--- config.mk ---
export PLATFORM = sky130hd
export DESIGN_NAME = sum_accumulator
export DESIGN_NICKNAME = d
export VERILOG_FILES = /design/src/rtl/sum_accumulator.sv
export SDC_FILE = /design/constraint.sdc
export NUM_CORES = 1
export LEC_CHECK = 0
export CORE_MARGIN = 2
export CORE_UTILIZATION = 49
export CTS_BUF_LIST = sky130_fd_sc_hd__clkbuf_8
export CTS_CLUSTER_SIZE = 28
export DETAILED_ROUTE_END_ITERATION = 8
export GPL_TIMING_DRIVEN = 1
export MAX_ROUTING_LAYER = met4
export PLACE_DENSITY = 0.82
export SKIP_CTS_REPAIR_TIMING = 1
export SLEW_MARGIN = 20
export SYNTH_ARGS = -nofsm -noshare
export SYNTH_HDL_FRONTEND = slang
export SYNTH_SLANG_ARGS = --single-unit
--- constraint.sdc ---
create_clock -name clk -period 2.4 [get_ports clk]
set_input_delay 0.48 -clock clk [delete_from_list [all_inputs] [get_ports clk]]
set_output_delay 0.48 -clock clk [all_outputs]
set_load 0.05 [all_outputs]
--- src/rtl/sum_accumulator.sv ---
// sum_accumulator
//
// Sums LEN consecutive 9-bit adder results ({cout, sum}) into an ACC_W-bit
// running total. Operands arrive on a valid/ready handshake. The finished
// block total is held behind an output valid/ready handshake.
//
// Build option:
//   SUM_ACCUMULATOR_SATURATE_EN  - when defined, the total clamps at all ones
//                                  on overflow. Otherwise it wraps modulo
//                                  2^ACC_W. ovf flags either event.
//
// Ports:
//   clk        rising-edge clock
//   rst_n      synchronous active-low reset
//   start      begin a block (taken in IDLE, or in DONE together with out_ready)
//   in_valid   upstream adder result valid
//   in_ready   accepting a result this cycle (ACCUM only)
//   sum_in     adder sum [7:0]
//   cout_in    adder carry-out
//   out_valid  acc_out holds a completed block total (DONE)
//   out_ready  downstream accepts the total
//   acc_out    running / final total [ACC_W-1:0]
//   count      results accepted in the current block [CNT_W-1:0]
//   ovf        sticky overflow flag for the current block
//   busy       high in ACCUM and DONE
//
// state | meaning
// ------+--------------------------------------------------------------
// IDLE  | waiting for start; previous block results remain visible
// ACCUM | accepting operands until LEN have been summed
// DONE  | total presented; held until out_ready

module sum_accumulator #(
    parameter int ACC_W = 16,
    parameter int LEN   = 4,
    localparam int CNT_W = $clog2(LEN + 1)
) (
    input  logic             clk,
    input  logic             rst_n,
    input  logic             start,
    input  logic             in_valid,
    output logic             in_ready,
    input  logic [7:0]       sum_in,
    input  logic             cout_in,
    output logic             out_valid,
    input  logic             out_ready,
    output logic [ACC_W-1:0] acc_out,
    output logic [CNT_W-1:0] count,
    output logic             ovf,
    output logic             busy
);

    typedef enum logic [1:0] {
        S_IDLE  = 2'b00,
        S_ACCUM = 2'b01,
        S_DONE  = 2'b10
    } state_t;

    localparam logic [CNT_W-1:0] LAST_IDX = CNT_W'(LEN - 1);
    localparam logic [ACC_W-1:0] ACC_MAX  = '1;

    state_t           state_q;
    state_t           state_d;
    logic             xfer;
    logic             last;
    logic             clear;
    logic [ACC_W-1:0] operand;
    logic [ACC_W:0]   sum_wide;
    logic [ACC_W-1:0] acc_d;

    assign operand  = {{(ACC_W - 9){1'b0}}, cout_in, sum_in};
    assign xfer     = in_valid && (state_q == S_ACCUM);
    assign last     = (count == LAST_IDX);
    // A block restarts from IDLE, or straight out of DONE when the total is
    // taken in the same cycle (back-to-back blocks).
    assign clear    = start && ((state_q == S_IDLE) ||
                                ((state_q == S_DONE) && out_ready));
    // One extra bit so the carry out of the total is visible for ovf.
    assign sum_wide = {1'b0, acc_out} + {1'b0, operand};

`ifdef SUM_ACCUMULATOR_SATURATE_EN
    // Once clamped, any further add either carries again or adds zero, so the
    // total stays at all ones for the rest of the block.
    assign acc_d = sum_wide[ACC_W] ? ACC_MAX : sum_wide[ACC_W-1:0];
`else
    assign acc_d = sum_wide[ACC_W-1:0];
`endif

    always_comb begin
        state_d = state_q;
        case (state_q)
            S_IDLE: begin
                if (start) state_d = S_ACCUM;
            end
            S_ACCUM: begin
                if (xfer && last) state_d = S_DONE;
            end
            S_DONE: begin
                if (out_ready) state_d = start ? S_ACCUM : S_IDLE;
            end
            default: state_d = S_IDLE;
        endcase
    end

    always_ff @(posedge clk) begin
        if (!rst_n) begin
            state_q <= S_IDLE;
            acc_out <= '0;
            count   <= '0;
            ovf     <= 1'b0;
        end else begin
            state_q <= state_d;
            if (clear) begin
                acc_out <= '0;
                count   <= '0;
                ovf     <= 1'b0;
            end else if (xfer) begin
                acc_out <= acc_d;
                count   <= count + CNT_W'(1);
                ovf     <= ovf | sum_wide[ACC_W];
            end
        end
    end

    assign in_ready  = (state_q == S_ACCUM);
    assign out_valid = (state_q == S_DONE);
    assign busy      = (state_q != S_IDLE);

endmodule

==> impl_results.html <==
<table>
<tr><th>Metric</th><th>Value</th></tr>
<tr><th colspan="2">STA</th></tr>
<tr><td>Highest clock rate</td><td>438 MHz</td></tr>
<tr><td>Post-route fraction of the period consumed by the critical path</td><td>0.951</td></tr>
<tr><td>Worst slew margin relative to its limit</td><td>0.657</td></tr>
<tr><td>Least-Margin Pin Slew</td><td>0.513 ns</td></tr>
<tr><td>Setup TNS Final</td><td>0 ns</td></tr>
<tr><td># setup viols final</td><td>0</td></tr>
<tr><td>Post-layout min period</td><td>2.28 ns</td></tr>
<tr><td>Endpoints failing hold</td><td>0</td></tr>
<tr><td>Worst clock skew</td><td>0.00531 ns</td></tr>
<tr><td>Setup repair after global routing missed its margin</td><td>no</td></tr>
<tr><td>Final slew viol count</td><td>0</td></tr>
<tr><td>Smallest hold slack</td><td>0.456 ns</td></tr>
<tr><th colspan="2">Routing</th></tr>
<tr><td>Vias post-DR</td><td>1319</td></tr>
<tr><td>Detailed router's first-iteration violation count</td><td>61</td></tr>
<tr><td>First-pass iteration count of the detailed router</td><td>4</td></tr>
<tr><td>Sum of routed wire length over all layers</td><td>3410 um</td></tr>
<tr><td>Post-route ant nets</td><td>0</td></tr>
<tr><td>WL/cell</td><td>15.1 um</td></tr>
<tr><td>Total DRC errors in the routed layout</td><td>0</td></tr>
<tr><td>Routed via count divided by cell count</td><td>5.84</td></tr>
<tr><th colspan="2">Worst setup path</th></tr>
<tr><td>Data arrival time at the worst-slack endpoint</td><td>2.44 ns</td></tr>
<tr><td>Sequence of cells on the critical path</td><td>clkdlybuf4s50_1 -&gt; ha_1 -&gt; fa_2 -&gt; a211oi_2 -&gt; o21ai_1 -&gt; o31ai_2 -&gt; xor2_1 -&gt; o22ai_1</td></tr>
<tr><td>Critical path's slowest cell</td><td>sky130_fd_sc_hd__clkdlybuf4s50_1</td></tr>
<tr><td>Classification of the worst setup path</td><td>in2reg</td></tr>
<tr><td>Critical path data required time</td><td>2.55 ns</td></tr>
<tr><td>Element type at the critical path start</td><td>primary input</td></tr>
<tr><td>Highest net fanout along the worst path</td><td>3</td></tr>
<tr><td>Delay of the slowest critical-path stage</td><td>0.41 ns</td></tr>
<tr><td>Worst setup EP type</td><td>flip-flop</td></tr>
<tr><th colspan="2">Placed design</th></tr>
<tr><td>Buffers added on ports</td><td>36</td></tr>
<tr><td>Half-perimeter wire length of the detailed placement result</td><td>2580 um</td></tr>
<tr><td>RePlAce Congestion</td><td>0.861</td></tr>
<tr><th colspan="2">Global route</th></tr>
<tr><td>Global-route wire length before repair</td><td>5730 um</td></tr>
<tr><td>Via count of the first global-routing pass</td><td>1295</td></tr>
<tr><td>Antenna violations before repair</td><td>0</td></tr>
<tr><td>Overall global routing resource usage</td><td>0.236</td></tr>
<tr><td>Leftover overflow at the end of global routing</td><td>0</td></tr>
<tr><td>Pin count of the biggest net entering global routing</td><td>15</td></tr>
<tr><th colspan="2">Cells and area</th></tr>
<tr><td>Sequential cell area</td><td>440 um2</td></tr>
<tr><td>Antenna fix cells</td><td>0</td></tr>
<tr><td>Fraction of layout instances using a drive strength above 1</td><td>0.122</td></tr>
<tr><td>Number of nets in the layout</td><td>223</td></tr>
<tr><td>Multi-input gate area</td><td>828 um2</td></tr>
<tr><td>Layout filler cell count</td><td>198</td></tr>
<tr><td>P&amp;R area growth vs syn</td><td>41.0%</td></tr>
<tr><th colspan="2">Logic synthesis</th></tr>
<tr><td>Share of synthesized flip-flops with an asynchronous set or reset</td><td>0</td></tr>
<tr><td>Number of flops mapped to enable cells by yosys</td><td>0</td></tr>
<tr><td>Proportion of netlist area held by the largest area contributor</td><td>0.343</td></tr>
<tr><td>Synthesized netlist net count</td><td>176</td></tr>
<tr><td>Synthesized area</td><td>0.00128 mm2</td></tr>
<tr><td>Cell count after synthesis</td><td>150</td></tr>
<tr><td>Mean instance size in the synthesized netlist</td><td>8.57 um2</td></tr>
<tr><td>Seq cells post-synth</td><td>22</td></tr>
<tr><td>Number of distinct library cells after synthesis</td><td>32</td></tr>
<tr><td>Largest cells by area after synthesis</td><td>sky130_fd_sc_hd__dfxtp_1, sky130_fd_sc_hd__ha_1, sky130_fd_sc_hd__nand2_1</td></tr>
<tr><td>Syn. warnings</td><td>0</td></tr>
<tr><td>Top cell type by total area after synthesis</td><td>sky130_fd_sc_hd__dfxtp_1</td></tr>
<tr><td>Part of the Yosys area used for sequential elements</td><td>0.343</td></tr>
<tr><td>Top_reg_cell synth</td><td>sky130_fd_sc_hd__dfxtp_1</td></tr>
<tr><th colspan="2">Job</th></tr>
<tr><td>Max-Cap Viols</td><td>0</td></tr>
<tr><th colspan="2">Floorplan</th></tr>
<tr><td>Starting utilization of the core area</td><td>0.519</td></tr>
<tr><td>Area of the core</td><td>0.00248 mm2</td></tr>
<tr><td>Die Area</td><td>0.00305 mm2</td></tr>
<tr><td>Die extent in x</td><td>55.2 um</td></tr>
<tr><td>Number of rows in the core area</td><td>18</td></tr>
<tr><td>Num ports</td><td>37</td></tr>
<tr><td>Overall die height</td><td>55.2 um</td></tr>
<tr><th colspan="2">Power</th></tr>
<tr><td>Static leakage power</td><td>0.664 nW</td></tr>
<tr><td>Total power per unit cell area</td><td>461 mW/mm2</td></tr>
<tr><td>IR drop worst, VDD</td><td>0.000368 V</td></tr>
<tr><th colspan="2">Clock network</th></tr>
<tr><td>TritonCTS buffer count</td><td>3</td></tr>
<tr><td>TritonCTS clock tree</td><td>yes</td></tr>
<tr><td>Number of clock sinks</td><td>22</td></tr>
<tr><td>Clock Latency Late Sink</td><td>0.27 ns</td></tr>
<tr><td>Cell at the root of the clock tree</td><td>sky130_fd_sc_hd__clkbuf_8</td></tr>
<tr><td>Level count of the clock H-tree</td><td>1</td></tr>
<tr><td>Maximum buffer depth of the clock tree</td><td>2</td></tr>
<tr><td>Clock transition at path regs</td><td>0.08 ns</td></tr>
<tr><th colspan="2">Worst hold path</th></tr>
<tr><td>Path class of the lowest-slack min-delay path</td><td>reg2reg</td></tr>
<tr><th colspan="2">Outcome</th></tr>
<tr><td>Status</td><td>complete, no violations</td></tr>
</table>
## cell usage in the layout, fill, tap and decap left out, drive strengths merged, types with 2 or more instances in the layout
master / netlist / layout
a21oi: 15 / 15
ha: 11 / 11
a21o: 3 / 3
buf: 2 / 11
a211oi: 6 / 6
o211ai: 5 / 5
nand2: 21 / 21
o22ai: 4 / 4
dfxtp: 22 / 22
clkbuf: 3 / 4
clkdlybuf4s50: 0 / 36
nand3: 3 / 3
xnor2: 5 / 5
and2: 3 / 3
nand3b: 2 / 2
nand2b: 3 / 3
o21ai: 11 / 11
or3: 4 / 4
inv: 2 / 2
nor2: 8 / 8
xor2: 6 / 6
nor3: 2 / 2
## registers in the layout, summed over array words and instances, names as in the netlist
signal / flops
state_q: 2
ovf: 1
count: 3
acc_out: 16
## logic make-up (layout without fill, tap and decap cells)
family | Yosys count | in the layout | share of synthesized area
adders and majority gates | 12 | 12 | 0.123
buffers and inverters | 7 | 53 | 0.0224
and+or+nand+nor | 50 | 50 | 0.185
AOI/OAI and AO/OA | 48 | 48 | 0.252
DFF | 22 | 22 | 0.343
xor gates and xnor gates | 11 | 11 | 0.0750
## layout make-up
cell class | instances | share of cell area
Sequential cell | 22 | 0.243
Inverter | 2 | 0.00414
Clock buffer | 4 | 0.0304
Tap cell | 30 | 0.0207
Multi-Input combinational cell | 121 | 0.457
Timing Repair Buffer | 47 | 0.244
## final timing paths
check,startpoint,end,slack (ns),cells past startpoint
worst max register to register,acc_out[0],acc_out[8],0.44,7
worst min register to register,ovf,ovf,0.46,2
worst min-delay path,ovf,ovf,0.46,2
worst max-delay path,sum_in[0],acc_out[8],0.12,8
## per-layer routing
layer	track usage	vias up	part of all wire
met4	0.0697	0	0.0094
met1	0.291	625	0.42
met5	-	-	0
li1	-	633	-
met2	0.396	57	0.51
met3	0.0398	4	0.059
## cells in the mapped netlist (2+ instances only)
cell type / number
sky130_fd_sc_hd__nand2_1: 21
sky130_fd_sc_hd__ha_1: 11
sky130_fd_sc_hd__clkbuf_1: 3
sky130_fd_sc_hd__nor2_1: 8
sky130_fd_sc_hd__xnor2_1: 5
sky130_fd_sc_hd__o211ai_1: 3
sky130_fd_sc_hd__a21oi_1: 15
sky130_fd_sc_hd__o21ai_0: 11
sky130_fd_sc_hd__o211ai_2: 2
sky130_fd_sc_hd__inv_1: 2
sky130_fd_sc_hd__a211oi_1: 6
sky130_fd_sc_hd__nand3_1: 3
sky130_fd_sc_hd__nor3_1: 2
sky130_fd_sc_hd__o22ai_1: 4
sky130_fd_sc_hd__dfxtp_1: 22
sky130_fd_sc_hd__and2_1: 3
sky130_fd_sc_hd__or3_1: 4
sky130_fd_sc_hd__a21o_2: 2
sky130_fd_sc_hd__nand2b_1: 3
sky130_fd_sc_hd__nand3b_1: 2
sky130_fd_sc_hd__xor2_1: 6
sky130_fd_sc_hd__buf_2: 2
## report_power, final
part | leakage, nW | total [mW] | internal (mW) | switching [mW]
clock network | 0.0288 | 0.270 | 0.147 | 0.124
logic | 0.457 | 0.185 | 0.0805 | 0.105
registers | 0.178 | 0.379 | 0.372 | 0.00713
## per-stage QoR
step	total power, mW	cells	util	worst slack (ns)	area, um2
6_report	0.835	226	0.731	0.117	1810
5_1_grt	0.866	226	0.731	0.0103	1810
3_3_place_gp	0.561	222	0.704	-0.250	1740
3_5_place_dp	0.567	222	0.704	-0.310	1740
4_1_cts	0.837	226	0.726	-0.0539	1800
2_1_floorplan	0.496	150	-	0.167	1280
## critical path: cells and delay by family
family	cells	cell delay [ns]
AO/OA/AOI/OAI	4	0.76
XOR/XNOR	1	0.17
adder cells (fa/ha/maj)	2	0.61
buffers and inverters	1	0.41
Power figures use the tool's default switching activity.
